==> config.mk <==
export PLATFORM = sky130hd
export DESIGN_NAME = cpu_ibus_prefetch
export DESIGN_NICKNAME = d
export VERILOG_FILES = /design/src/rtl/cpu_ibus_prefetch_pkg.sv /design/src/rtl/cpu_ibus_prefetch_fifo.sv /design/src/rtl/cpu_ibus_prefetch.sv
export SDC_FILE = /design/constraint.sdc
export NUM_CORES = 1
export LEC_CHECK = 0
export ABC_AREA = 1
export BUFFER_PORTS_ARGS = -buffer_cell sky130_fd_sc_hd__buf_2
export CAP_MARGIN = 5
export CORE_MARGIN = 3
export CORE_UTILIZATION = 45
export CTS_BUF_LIST = sky130_fd_sc_hd__clkbuf_2
export DETAILED_ROUTE_END_ITERATION = 12
export HOLD_SLACK_MARGIN = 0.12
export PLACE_DENSITY = 0.65
export SYNTH_ARGS = -nofsm -noshare
export SYNTH_HDL_FRONTEND = slang
export SYNTH_SLANG_ARGS = --single-unit
==> constraint.sdc <==
create_clock -name i_clock -period 6.8 [get_ports i_clock]
set_clock_uncertainty 0.15 [all_clocks]
set_input_delay 0.68 -clock i_clock [delete_from_list [all_inputs] [get_ports i_clock]]
set_output_delay 0.68 -clock i_clock [all_outputs]
set_load 0.005 [all_outputs]
==> src/rtl/cpu_ibus_prefetch_pkg.sv <==
// Shared types for the instruction-bus prefetcher: FIFO entry layout,
// prefetch FSM states and the sequential fetch stride.
package CPU_Types;

    typedef struct packed {
        logic [31:0] addr;
        logic [31:0] data;
    } prefetch_entry_t;

    typedef enum logic {
        IDLE = 1'b0,
        REQ  = 1'b1
    } prefetch_state_t;

    localparam logic [31:0] PF_WORD_STEP = 32'd4;

endpackage

==> src/rtl/cpu_ibus_prefetch_fifo.sv <==
// Circular FIFO of prefetched {address, word} pairs. An extra pointer bit
// tells full from empty; flush empties it in one cycle.
module cpu_prefetch_fifo
    import CPU_Types::*;
#(
    parameter int DEPTH = 4
) (
    input  logic                      i_clock,
    input  logic                      i_reset,
    input  logic                      i_push,
    input  logic [31:0]               i_push_addr,
    input  logic [31:0]               i_push_data,
    input  logic                      i_pop,
    input  logic                      i_flush,
    output logic [31:0]               o_head_addr,
    output logic [31:0]               o_head_data,
    output logic                      o_empty,
    output logic                      o_full,
    output logic [$clog2(DEPTH):0]    o_count
);
    localparam int AW = $clog2(DEPTH);

    prefetch_entry_t r_mem [DEPTH];
    logic [AW:0]     r_wr_ptr;
    logic [AW:0]     r_rd_ptr;

    always_ff @(posedge i_clock or negedge i_reset) begin
        if (!i_reset) begin
            r_wr_ptr <= '0;
            r_rd_ptr <= '0;
        end else if (i_flush) begin
            r_wr_ptr <= '0;
            r_rd_ptr <= '0;
        end else begin
            if (i_push) r_wr_ptr <= r_wr_ptr + 1'b1;
            if (i_pop)  r_rd_ptr <= r_rd_ptr + 1'b1;
        end
    end

    always_ff @(posedge i_clock) begin
        if (i_push && !i_flush) begin
            r_mem[r_wr_ptr[AW-1:0]] <= '{addr: i_push_addr, data: i_push_data};
        end
    end

    assign o_head_addr = r_mem[r_rd_ptr[AW-1:0]].addr;
    assign o_head_data = r_mem[r_rd_ptr[AW-1:0]].data;
    assign o_count     = r_wr_ptr - r_rd_ptr;
    assign o_empty     = (r_wr_ptr == r_rd_ptr);
    assign o_full      = (r_wr_ptr[AW] != r_rd_ptr[AW]) &&
                         (r_wr_ptr[AW-1:0] == r_rd_ptr[AW-1:0]);

endmodule

==> src/rtl/cpu_ibus_prefetch.sv <==
// Sequential instruction prefetcher between the CPU fetch port and the system bus.
// Define CPU_PREFETCH_STATS_EN to add saturating hit/miss counters.
module cpu_ibus_prefetch
    import CPU_Types::*;
#(
    parameter int DEPTH = 4
) (
    input  logic        i_clock,
    input  logic        i_reset,
    input  logic        i_flush,
    input  logic        i_cpu_request,
    output logic        o_cpu_ready,
    input  logic [31:0] i_cpu_address,
    output logic [31:0] o_cpu_rdata,
    output logic        o_bus_request,
    input  logic        i_bus_ready,
    output logic [31:0] o_bus_address,
    input  logic [31:0] i_bus_rdata
`ifdef CPU_PREFETCH_STATS_EN
    ,
    output logic [31:0] o_hit_count,
    output logic [31:0] o_miss_count
`endif
);
    localparam int CW = $clog2(DEPTH) + 1;

    prefetch_state_t r_state;
    prefetch_state_t w_next_state;
    logic [31:0]     r_pf_addr;
    logic [31:0]     r_bus_addr;
    logic [31:0]     r_cpu_rdata;
    logic            r_cpu_ready;
    logic            r_stale;

    logic [31:0]     w_head_addr;
    logic [31:0]     w_head_data;
    logic            w_empty;
    logic            w_full;
    logic [CW-1:0]   w_count;

    logic w_cpu_req, w_head_match, w_hit, w_mismatch, w_bypass, w_serve;
    logic w_fifo_flush, w_bus_done, w_drop, w_push, w_issue;

    cpu_prefetch_fifo #(.DEPTH(DEPTH)) u_fifo (
        .i_clock     (i_clock),
        .i_reset     (i_reset),
        .i_push      (w_push),
        .i_push_addr (r_pf_addr),
        .i_push_data (i_bus_rdata),
        .i_pop       (w_hit),
        .i_flush     (w_fifo_flush),
        .o_head_addr (w_head_addr),
        .o_head_data (w_head_data),
        .o_empty     (w_empty),
        .o_full      (w_full),
        .o_count     (w_count)
    );

    // A request in the cycle after a ready pulse is the tail of the previous
    // handshake; an explicit flush takes priority and defers the request.
    always_comb begin
        w_cpu_req    = i_cpu_request && !r_cpu_ready && !i_flush;
        w_bus_done   = (r_state == REQ) && i_bus_ready;
        w_head_match = !w_empty && (w_head_addr == i_cpu_address);
        w_hit        = w_cpu_req && w_head_match;
        w_mismatch   = w_cpu_req && !w_head_match &&
                       (!w_empty || (i_cpu_address != r_pf_addr));
        w_bypass     = w_cpu_req && w_empty && (i_cpu_address == r_pf_addr) &&
                       w_bus_done && !r_stale;
        w_serve      = w_hit || w_bypass;
        w_fifo_flush = i_flush || w_mismatch;
        w_drop       = w_bus_done && (r_stale || w_fifo_flush);
        w_push       = w_bus_done && !w_drop && !w_bypass;
    end

    always_ff @(posedge i_clock or negedge i_reset) begin
        if (!i_reset) r_state <= IDLE;
        else          r_state <= w_next_state;
    end

    // No request is issued in a flush cycle, so the latched bus address is
    // never a prefetch address that is about to be replaced.
    always_comb begin
        w_next_state  = r_state;
        w_issue       = 1'b0;
        o_bus_request = 1'b0;
        case (r_state)
            IDLE: begin
                if (!w_full && !w_fifo_flush && (int'(w_count) < DEPTH)) begin
                    w_next_state = REQ;
                    w_issue      = 1'b1;
                end
            end
            REQ: begin
                o_bus_request = 1'b1;
                if (i_bus_ready) w_next_state = IDLE;
            end
            default: w_next_state = IDLE;
        endcase
    end

    always_ff @(posedge i_clock or negedge i_reset) begin
        if (!i_reset) begin
            r_pf_addr   <= '0;
            r_bus_addr  <= '0;
            r_cpu_rdata <= '0;
            r_cpu_ready <= 1'b0;
            r_stale     <= 1'b0;
        end else begin
            r_cpu_ready <= w_serve;
            if (w_hit)         r_cpu_rdata <= w_head_data;
            else if (w_bypass) r_cpu_rdata <= i_bus_rdata;
            if (w_issue) r_bus_addr <= r_pf_addr;
            if (w_mismatch)              r_pf_addr <= i_cpu_address;
            else if (w_push || w_bypass) r_pf_addr <= r_pf_addr + PF_WORD_STEP;
            if (w_bus_done)                         r_stale <= 1'b0;
            else if (w_fifo_flush && r_state == REQ) r_stale <= 1'b1;
        end
    end

    assign o_cpu_ready   = r_cpu_ready;
    assign o_cpu_rdata   = r_cpu_rdata;
    assign o_bus_address = r_bus_addr;

`ifdef CPU_PREFETCH_STATS_EN
    logic        r_pending_miss;
    logic [31:0] r_hit_count;
    logic [31:0] r_miss_count;

    // A fetch that caused or suffered a flush is a miss when it is finally served.
    always_ff @(posedge i_clock or negedge i_reset) begin
        if (!i_reset) begin
            r_pending_miss <= 1'b0;
            r_hit_count    <= '0;
            r_miss_count   <= '0;
        end else begin
            if (w_serve) begin
                r_pending_miss <= 1'b0;
                if (r_pending_miss) begin
                    if (r_miss_count != 32'hFFFF_FFFF) r_miss_count <= r_miss_count + 32'd1;
                end else begin
                    if (r_hit_count != 32'hFFFF_FFFF) r_hit_count <= r_hit_count + 32'd1;
                end
            end else if (w_mismatch || (i_flush && i_cpu_request && !r_cpu_ready)) begin
                r_pending_miss <= 1'b1;
            end
        end
    end

    assign o_hit_count  = r_hit_count;
    assign o_miss_count = r_miss_count;
`endif

endmodule
==> impl_metrics.json <==
{
  "io_pins": 135,
  "status": "finished, final reports clean",
  "yosysTopAreaCell": "edfxtp_1",
  "die_y_um": 196.4,
  "drive_gt1_share_pct": 16.34,
  "clkTransAtPathRegs_ns": 0.11,
  "viasPerCell": 5.303,
  "period_minus_slack_ns": 5.459,
  "critPathLaunchType": "flip-flop",
  "ir_drop_mv": 0.1750,
  "min_from": "i_flush",
  "core_region_area_um2": 35660,
  "grt_pass1_vias": 12599,
  "gp_congestion": 0.8864,
  "synth_area_um2": 16310,
  "layout_common_cells": "nand2_1, edfxtp_1, clkbuf_2",
  "grt_pass1_wl_mm": 68.87,
  "finalSetupTns_ns": 0,
  "criticalPathCategory": "reg2reg",
  "synth.area.top_cells": "edfxtp_1, dfrtp_1, nand2_1",
  "worst_pin_slew_ns": 1.039,
  "grt_setup_unrepaired": "false",
  "met1_usage_pct": 32.39,
  "layout_commonest_cell": "nand2_1",
  "num-nets-final": 1964,
  "top_usage_layer": "met2",
  "syn_inst": 1668,
  "grt.overflow.total": 0,
  "cp.required_ns": 7.20,
  "max_slew_margin_pct": 30.73,
  "clock-root-buffer": "clkbuf_2",
  "min_to": "r_pf_addr[18]$_DFFE_PN0P_",
  "grt_max_degree": 86,
  "syn_to_final_growth_pct": 15.98,
  "ys_warn_count": 0,
  "ys_seq_area_share_pct": 63.23,
  "crit_path_end_kind": "flip-flop",
  "hold_path.class": "in2reg",
  "gr-usage-met3_pct": 4.274,
  "hpwl_mm": 26.72,
  "ctsHtreeMaxLevel": 3,
  "synth-seq-cells": 361,
  "whs_ns": 0.2541,
  "row_count": 69,
  "multi_input_area_um2": 5363,
  "fillers": 3274,
  "die_w_um": 196.4,
  "synth_top_cell_area_share_pct": 47.12,
  "syn_avg_cell_area_um2": 9.780,
  "ant_nets": 0,
  "finalSetupViolations": 0,
  "drt_first_pass_iters": 8,
  "ys_types": 34,
  "cap_viol_max_count": 0,
  "drc": 0,
  "cp_max_fo": 64,
  "port_buffers": 134,
  "fmax_mhz": 183.2,
  "r2r_end": "u_fifo.r_mem[2][56]$_DFFE_PP_",
  "die-area_um2": 38570,
  "clkSinkCount": 361,
  "hold_violations": 0,
  "cts_buffers": 91,
  "cts_buffer_depth": 3,
  "synth_nets": 1745,
  "r2r_cells": 15,
  "dr.first_iter.drc_count": 1007,
  "fin_crit_sh_pct": 80.28,
  "postCtsSetupRepairBufs": 0,
  "leakagePower_uw": 0.008295,
  "insertion_delay_ns": 0.99,
  "routed_wl_mm": 44.10,
  "r2r_slack_ns": 1.34,
  "wl_per_cell_um": 18.16,
  "grt.total_usage_pct": 22.95,
  "worstPathArrival_ns": 5.86,
  "min_path_cells": 3,
  "cts_tree": "yes",
  "start_util_pct": 45.75,
  "use_met2_pct": 36.00,
  "power_density_nw_per_um2": 267.0,
  "r2r_start": "u_fifo.r_rd_ptr[0]$_DFFE_PN0P_",
  "regArea_um2": 10320,
  "utilization_pct": 53.07,
  "antenna_found_initial": 2,
  "finalMaxSlewViolations": 0,
  "vias": 12876
}
-- repair_timing --
action / in CTS / in global routing
hold buffers: 70 / 0
gates resized for setup: 0 / 0
endpoints found under the setup margin: 0 / 0
hold endpoints to repair: 253 / 0
-- power breakdown --
group	total, uW	internal [uW]	switching [uW]
Clock	1480	583	893
Combinational	710	295	416
Sequential	2860	2590	276
-- synthesized netlist by cell type --
master     count
a21boi_0       2
inv_1         57
o22ai_1       32
nand3b_1       8
or2_2          1
o21ai_0       76
a31oi_1        1
nor4_1         2
nor2_1       119
o21ai_1       28
nor3_1        14
ha_1           8
nand2_1      613
and3_1         1
buf_6          3
xnor2_1       20
nand3_1      130
buf_4         11
clkbuf_1      59
buf_2         20
nor2_2         1
o2111ai_1      3
nand4_2        1
dfrtp_1      105
o211ai_1      31
buf_1          2
clkinv_1       1
nand3_2        2
nand4_1        6
inv_2          4
edfxtp_1     256
xor2_1        42
nand2_2        1
a21oi_1        8
-- stage by stage --
step | power, uW | std cells | instance area [um^2] | setup slack [ns]
after global placement | 3551 | 2185 | 17340 | 1.557
final | 5051 | 2428 | 18920 | 1.341
after CTS | 5092 | 2425 | 18910 | 1.326
after floorplan | 3216 | 1668 | 16310 | 1.131
after global routing | 5335 | 2428 | 18920 | 0.8709
after detailed placement | 3570 | 2185 | 17340 | 1.431
-- worst max path at each step --
stage / to / start / cells after the start
global placement: u_fifo.r_mem[2][5]$_DFFE_PP_ / u_fifo.r_rd_ptr[0]$_DFFE_PN0P_ / 15
CTS: u_fifo.r_mem[2][56]$_DFFE_PP_ / u_fifo.r_rd_ptr[0]$_DFFE_PN0P_ / 15
global route: u_fifo.r_mem[2][56]$_DFFE_PP_ / u_fifo.r_rd_ptr[0]$_DFFE_PN0P_ / 15
finish: u_fifo.r_mem[2][56]$_DFFE_PP_ / u_fifo.r_rd_ptr[0]$_DFFE_PN0P_ / 15
floorplan: u_fifo.r_mem[0][0]$_DFFE_PP_ / u_fifo.r_rd_ptr[1]$_DFFE_PN0P_ / 14
detailed placement: u_fifo.r_mem[2][56]$_DFFE_PP_ / u_fifo.r_rd_ptr[0]$_DFFE_PN0P_ / 15
-- layout make-up --
type | count | share of cell area, %
sequential | 361 | 54.54
multi-input combinational | 1150 | 28.34
timing repair buffer | 221 | 8.253
clock buffer | 136 | 3.597
tap | 461 | 3.049
inverter | 62 | 1.237
clock inverter | 34 | 0.9390
antenna | 3 | 0.03968
-- layer usage --
layer,share of wire (%),vias up
met2,46,548
met3,8.1,100
met4,2.6,0
met5,0,-
li1,-,6106
met1,43,6122
-- sequential cells by signal, summed over array words and instances (netlist names) --
| register | flops |
|---|---|
| r_pf_addr | 32 |
| u_fifo.r_mem | 256 |
| u_fifo.r_wr_ptr | 3 |
| o_cpu_ready | 1 |
| o_cpu_rdata | 32 |
| u_fifo.r_rd_ptr | 3 |
| r_state | 1 |
| o_bus_address | 32 |
| r_stale | 1 |
-- kinds of logic (layout without fill, tap and decap cells) --
group	Yosys count	after routing	synth area share, %
adders and majority gates	8	8	0.6136
buffers and inverters	157	453	4.157
other	0	3	0
DFF	361	361	63.23
xor gates and xnor gates	62	62	3.329
AOI/OAI and AO/OA	181	181	6.381
and+or+nand+nor	899	899	22.29
-- worst max-delay path, cell delays in order (launching register included) --
cell and delay, ns:
dfrtp_4 0.78, clkinv_2 0.60, buf_4 0.49, nand2_1 0.13, nand3_1 0.10, nand3b_1 0.12, nand2_1 0.06, nor2_1 0.11
nand3_1 0.12, nor2_1 0.21, nand3_2 0.11, buf_4 0.26, a21oi_1 0.64, nand3_1 0.51, nor2_4 0.23, buf_12 0.37
(Power assumes the default switching activity.)
